## config.mk

```make
export PLATFORM = sky130hd
export DESIGN_NAME = hc595_chain_driver_flat
export DESIGN_NICKNAME = d
export VERILOG_FILES = /design/src/rtl/hc595_chain_driver_if.sv /design/src/rtl/hc595_chain_driver.sv /design/src/flat_wrapper.sv
export SDC_FILE = /design/constraint.sdc
export NUM_CORES = 1
export LEC_CHECK = 0
export BUFFER_PORTS_ARGS = -buffer_cell sky130_fd_sc_hd__buf_2
export CORE_ASPECT_RATIO = 0.6
export CORE_MARGIN = 5
export CORE_UTILIZATION = 40
export CTS_CLUSTER_DIAMETER = 100
export DETAILED_ROUTE_END_ITERATION = 10
export GPL_TIMING_DRIVEN = 0
export PLACE_DENSITY_LB_ADDON = 0.2
export SYNTH_ARGS = -nofsm -noshare
export SYNTH_HDL_FRONTEND = slang
export SYNTH_SLANG_ARGS = --single-unit
```

## constraint.sdc

```tcl
create_clock -name CLK -period 4.6 [get_ports CLK]
set_input_delay 0.23 -clock CLK [delete_from_list [all_inputs] [get_ports CLK]]
set_output_delay 0.23 -clock CLK [all_outputs]
set_load 0.02 [all_outputs]
```

## src/rtl/hc595_chain_driver_if.sv

```systemverilog
// Parallel-word handshake between a data source and hc595_chain_driver.
interface hc595_chain_driver_if #(
    parameter int WIDTH = 16
);
    logic [WIDTH-1:0] DATA;
    logic             VALID;
    logic             READY;
    logic             DONE;

    modport master (output DATA, output VALID, input READY, input DONE);
    modport slave  (input DATA, input VALID, output READY, output DONE);
endinterface

```

## src/rtl/hc595_chain_driver.sv

```systemverilog
// Shifts one parallel word MSB first into a 74HC595 chain, then pulses RCLK to latch it.
// Optional HC595_READBACK_EN captures the chain's previous contents from QH_IN during the shift.
module hc595_chain_driver #(
    parameter int WIDTH = 16,
    parameter int DIV   = 2
) (
    input  logic                 CLK,
    input  logic                 RSTb,
    hc595_chain_driver_if.slave  bus,
    output logic                 SER,
    output logic                 SRCLK,
    output logic                 RCLK,
    output logic                 SRCLRb,
    output logic                 OEb
`ifdef HC595_READBACK_EN
    ,
    input  logic                 QH_IN,
    output logic [WIDTH-1:0]     RDBK,
    output logic                 RDBK_VALID
`endif
);
    localparam int CW = $clog2(WIDTH + 1);
    localparam int DW = (DIV > 1) ? $clog2(DIV + 1) : 1;

    generate
        if (DIV < 1 || WIDTH < 1) begin : g_bad_param
            $error("hc595_chain_driver: WIDTH and DIV must both be >= 1");
        end
    endgenerate

    typedef enum logic [2:0] {INIT, IDLE, SETUP, HIGH, LATCH} state_e;

    state_e           state_q, state_d;
    logic [WIDTH-1:0] sr_q, sr_d;
    logic [CW-1:0]    cnt_q, cnt_d;
    logic [DW-1:0]    div_q, div_d;
    logic             ser_q, ser_d;
    logic             srclk_q, srclk_d;
    logic             rclk_q, rclk_d;
    logic             srclrb_q, srclrb_d;
    logic             oeb_q, oeb_d;
    logic             ready_q, ready_d;
    logic             done_q, done_d;
    logic             div_last;
`ifdef HC595_READBACK_EN
    logic [WIDTH-1:0] rdbk_q, rdbk_d;
    logic             rdbk_valid_q, rdbk_valid_d;
`endif

    assign div_last = (div_q == DW'(DIV - 1));

    always_comb begin
        state_d  = state_q;
        sr_d     = sr_q;
        cnt_d    = cnt_q;
        div_d    = div_q + DW'(1);
        ser_d    = ser_q;
        srclk_d  = srclk_q;
        rclk_d   = rclk_q;
        srclrb_d = srclrb_q;
        oeb_d    = oeb_q;
        ready_d  = ready_q;
        done_d   = 1'b0;
`ifdef HC595_READBACK_EN
        rdbk_d       = rdbk_q;
        rdbk_valid_d = 1'b0;
`endif
        case (state_q)
            INIT: begin
                srclrb_d = 1'b1;
                ready_d  = 1'b1;
                div_d    = '0;
                state_d  = IDLE;
            end
            IDLE: begin
                div_d = '0;
                if (bus.VALID && ready_q) begin
                    sr_d    = bus.DATA;
                    cnt_d   = CW'(WIDTH);
                    ready_d = 1'b0;
                    ser_d   = bus.DATA[WIDTH-1];
                    state_d = SETUP;
                end
            end
            SETUP: begin
                if (div_last) begin
                    div_d   = '0;
                    srclk_d = 1'b1;
                    state_d = HIGH;
`ifdef HC595_READBACK_EN
                    // QH_IN still shows the last stage before this rising edge shifts it.
                    rdbk_d = (rdbk_q << 1) | WIDTH'(QH_IN);
`endif
                end
            end
            HIGH: begin
                if (div_last) begin
                    div_d   = '0;
                    srclk_d = 1'b0;
                    sr_d    = sr_q << 1;
                    cnt_d   = cnt_q - CW'(1);
                    if (cnt_q == CW'(1)) begin
                        rclk_d  = 1'b1;
                        state_d = LATCH;
                    end else begin
                        ser_d   = sr_d[WIDTH-1];
                        state_d = SETUP;
                    end
                end
            end
            LATCH: begin
                if (div_last) begin
                    div_d   = '0;
                    rclk_d  = 1'b0;
                    oeb_d   = 1'b0;
                    done_d  = 1'b1;
                    ready_d = 1'b1;
                    state_d = IDLE;
`ifdef HC595_READBACK_EN
                    rdbk_valid_d = 1'b1;
`endif
                end
            end
            default: state_d = INIT;
        endcase
    end

    always_ff @(posedge CLK or negedge RSTb) begin
        if (!RSTb) begin
            state_q  <= INIT;
            sr_q     <= '0;
            cnt_q    <= '0;
            div_q    <= '0;
            ser_q    <= 1'b0;
            srclk_q  <= 1'b0;
            rclk_q   <= 1'b0;
            srclrb_q <= 1'b0;
            oeb_q    <= 1'b1;
            ready_q  <= 1'b0;
            done_q   <= 1'b0;
        end else begin
            state_q  <= state_d;
            sr_q     <= sr_d;
            cnt_q    <= cnt_d;
            div_q    <= div_d;
            ser_q    <= ser_d;
            srclk_q  <= srclk_d;
            rclk_q   <= rclk_d;
            srclrb_q <= srclrb_d;
            oeb_q    <= oeb_d;
            ready_q  <= ready_d;
            done_q   <= done_d;
        end
    end

`ifdef HC595_READBACK_EN
    always_ff @(posedge CLK or negedge RSTb) begin
        if (!RSTb) begin
            rdbk_q       <= '0;
            rdbk_valid_q <= 1'b0;
        end else begin
            rdbk_q       <= rdbk_d;
            rdbk_valid_q <= rdbk_valid_d;
        end
    end

    assign RDBK       = rdbk_q;
    assign RDBK_VALID = rdbk_valid_q;
`endif

    assign SER       = ser_q;
    assign SRCLK     = srclk_q;
    assign RCLK      = rclk_q;
    assign SRCLRb    = srclrb_q;
    assign OEb       = oeb_q;
    assign bus.READY = ready_q;
    assign bus.DONE  = done_q;
endmodule

```

## src/flat_wrapper.sv

```systemverilog
// flat-port wrapper written by rule: the top's interface ports become plain ports
module hc595_chain_driver_flat 
#(
    parameter int WIDTH = 16,
    parameter int DIV   = 2
)
  (CLK, RSTb, SER, SRCLK, RCLK, SRCLRb, OEb, bus_DATA, bus_VALID, bus_READY, bus_DONE);
  hc595_chain_driver_if #(.WIDTH(WIDTH)) bus_i ();
  input  logic CLK;
  input  logic RSTb;
  output logic SER;
  output logic SRCLK;
  output logic RCLK;
  output logic SRCLRb;
  output logic OEb;
  input wire logic [$bits(bus_i.DATA)-1:0] bus_DATA;
  input wire logic [$bits(bus_i.VALID)-1:0] bus_VALID;
  output wire logic [$bits(bus_i.READY)-1:0] bus_READY;
  output wire logic [$bits(bus_i.DONE)-1:0] bus_DONE;
  assign bus_i.DATA = bus_DATA;
  assign bus_i.VALID = bus_VALID;
  assign bus_READY = bus_i.READY;
  assign bus_DONE = bus_i.DONE;
  hc595_chain_driver #(.WIDTH(WIDTH), .DIV(DIV)) u_core (.CLK(CLK), .RSTb(RSTb), .bus(bus_i), .SER(SER), .SRCLK(SRCLK), .RCLK(RCLK), .SRCLRb(SRCLRb), .OEb(OEb));
endmodule
```

==> impl_metrics.csv <==
group,metric,value,unit
run_status,violations,"negative hold slack",
cts,root_buffer,"clkbuf_8",
detailed_routing,num_vias,1214,
layout,layout_commonest_cell,"dfrtp_1",
critical_path,cp_cell_sequence,"inv_1 -> ha_1 -> nand2_1 -> a21oi_4 -> buf_4 -> mux2_2",
timing,whs,-2.584,ps
floorplan,die_x,94.79,µm
detailed_routing,ant_nets,0,
layout,postLayoutCoreUtil,0.4870,
layout,syn_to_final_growth,16.97,%
run_status,status,"complete, but fails checks",
floorplan,die_y,60.88,µm
detailed_routing,vias_per_cell,5.058,
layout,insertedDiodeCount,0,
yosys,synthArstFlopShare,1.000,
layout,nets,202,
yosys,synth_warnings,0,
detailed_routing,wl,3331,µm
detailed_routing,drc,0,
place,hpwlAfterDp,2462,µm
global_routing,antenna_found_initial,0,
timing,post-route-period-util,0.3931,
detailed_routing,wl_per_cell,13.88,µm
cts,cts.repair.resized,0,
global_routing,grtUsageTotal,0.1278,
critical_path,cp-start-kind,"register",
detailed_routing,route.met3.wl,122,µm
global_routing,grt_pass1_wl,5685,µm
critical_path,slowest_stage,"dfrtp_1",
critical_path,cp_num_buf_inv,2,
critical_path,end_kind,"register",
yosys,ys.flop_type,"dfrtp_1",
timing,rsz0062_at_grt,"false",
yosys,syn_nets,170,
global_routing,grt_max_degree,33,
detailed_routing,routed-wl-met2,1541,µm
place,io_buffer_count,25,
detailed_routing,drt_first_pass_iters,4,
cts,cts_setup_buffers,0,
cts,path_clk_slew,70,ps
critical_path,cpLargestDelayFamily,"flip-flops",
critical_path,worstPathArrival,1970,ps
critical_path,crit_fanout,10,
timing,setup_viol,0,
critical_path,critPathMaxStageDelay,390,ps
detailed_routing,drt_iter0_drc,34,
detailed_routing,top_layer_used,"met4",
cts,clk_latency,280,ps
timing,tightestPinTransition,705.7,ps
layout,layout_common_cells,"31 x dfrtp_1, 28 x buf_2, 15 x mux2_2",
yosys,postSynthCellCount,147,
timing,slew_headroom,0.5296,
cts,hold_buffers,0,
yosys,netlist_area,1725,µm²
cts,ctsLongestPathBuffers,2,
cts,cts.htree.levels,2,
run,maxCapViolCount,0,
timing,period_minus_slack,1808,ps
yosys,synth_area_per_cell,11.74,µm²
global_routing,grt_pass1_vias,1207,
cts,cts_tree,"built",
pwr,p_leak,0.9187,nW
global_routing,overflow,0,
yosys,ys_ff_latch,32,
cts,cts.sinks,32,
critical_path,worstSetupPathType,"register to register",
floorplan,initial_utilization,0.4164,
place,place.gp.congestion,0.8293,
floorplan,fp.coreArea,4144,µm²
min_path,min_path_type,"input port to asynchronous set/reset pin",
floorplan,io_pins,26,
pwr,powerDensity,266.3,nW/µm²
yosys,yosysUniqueCellTypes,43,
floorplan,dieArea,5770,µm²
detailed_routing,drt-met1-wl,1636,µm
timing,report.final.slew_viol_count,0,
yosys,synth_edf_count,0,
cts,cts_buffers,5,
timing,fin_skew,6.748,ps
timing,hold_viol,1,
timing,tns,0,ps
floorplan,rows,18,
critical_path,required,4760,ps
yosys,yosysSeqAreaShare,0.4648,
timing,fmax,553.0,MHz
layout,drive_gt1_frac,0.3722,
pwr,ir_worst_vdd,0.0001286,V
-- per-stage QoR --
stage               power [mW]  setup slack, ps  instance area [µm²]  hold slack, ps  instances
global route            0.5617             2709                 2018           60.13        240
global placement        0.3217             2831                 1926           319.1        232
CTS                     0.5462             2790                 2018           25.38        240
detailed placement      0.3234             2806                 1926           331.4        232
finish                  0.5375             2792                 2018          -2.584        240
floorplan               0.3072             2902                 1725          -65.59        147
-- state kept, by name, summed over array words and instances, names as in the netlist --
signal,cells
u_core.OEb,1
u_core.cnt_q,5
u_core.div_q,2
u_core.RCLK,1
u_core.state_q,3
u_core.sr_q,15
u_core.SRCLRb,1
u_core.SER,1
u_core.SRCLK,1
u_core.bus.DONE,1
u_core.bus.READY,1
-- power breakdown --
| group | internal [mW] | switching (mW) |
|---|---|---|
| clock network | 0.119 | 0.101 |
| logic | 0.0161 | 0.0109 |
| registers | 0.287 | 0.00292 |
| total | 0.423 | 0.115 |
-- cell type report --
class                   instances  area [µm²]
plain buffers                  10       60.06
clock buffers                   6       82.58
clock inverters                 2       10.01
fillers                       394        2126
inverters                       9       33.78
multi-input cells              96       829.5
flip-flops and latches         32       802.0
well taps                      60       75.07
repair buffers                 25       125.1
-- per-layer routing --
layer / vias to the layer above / global-route usage
met2: 21 / 0.1924
li1: 593 / -
met4: 0 / 0.04312
met1: 595 / 0.1753
met3: 5 / 0.04089
met5: - / 0
-- path summary, 6_finish.rpt --
kind	endpoint	cells past startpoint	slack, ps	start
setup / recovery	u_core.sr_q[13]	6	2790	u_core.div_q[1]
min in group CLK	u_core.sr_q[5]	3	300	bus_DATA[5]
hold / removal	u_core.sr_q[2]	1	-3	RSTb
hold reg to reg	u_core.SRCLRb	1	460	u_core.SRCLRb
max in group asynchronous	u_core.state_q[2]	1	4150	RSTb
setup reg to reg	u_core.sr_q[13]	6	2790	u_core.div_q[1]
-- cells by family (layout without fill, tap and decap cells) --
| kind of cell | Yosys count | after routing | synth area share |
|---|---|---|---|
| AOI/OAI and AO/OA | 24 | 24 | 0.09936 |
| DFF | 32 | 32 | 0.4648 |
| buffers and inverters | 19 | 52 | 0.05438 |
| and+or+nand+nor | 36 | 36 | 0.1269 |
| muxes | 31 | 31 | 0.2197 |
| adders and majority gates | 5 | 5 | 0.03481 |
-- synthesized netlist by cell type (2+ instances only) --
cell,n,share of area
o22ai_1,2,0.0073
nand2b_1,3,0.011
mux2_1,4,0.026
or3_1,2,0.0073
mux2i_1,3,0.017
a2bb2oi_1,2,0.010
buf_2,3,0.0087
nor2_1,2,0.0044
clkbuf_1,4,0.0087
nand4b_1,2,0.010
mux2_2,15,0.098
and4b_1,2,0.012
dfrtp_1,31,0.45
inv_1,9,0.020
nand2_1,7,0.015
nor3_1,2,0.0058
ha_1,4,0.029
mux2_4,9,0.078
nand3_1,4,0.012
o21ai_0,7,0.020
nand3b_1,2,0.0087
buf_6,2,0.013
a21oi_1,4,0.012
nor2b_1,3,0.011
No activity file was read; power rests on OpenSTA's default activity.
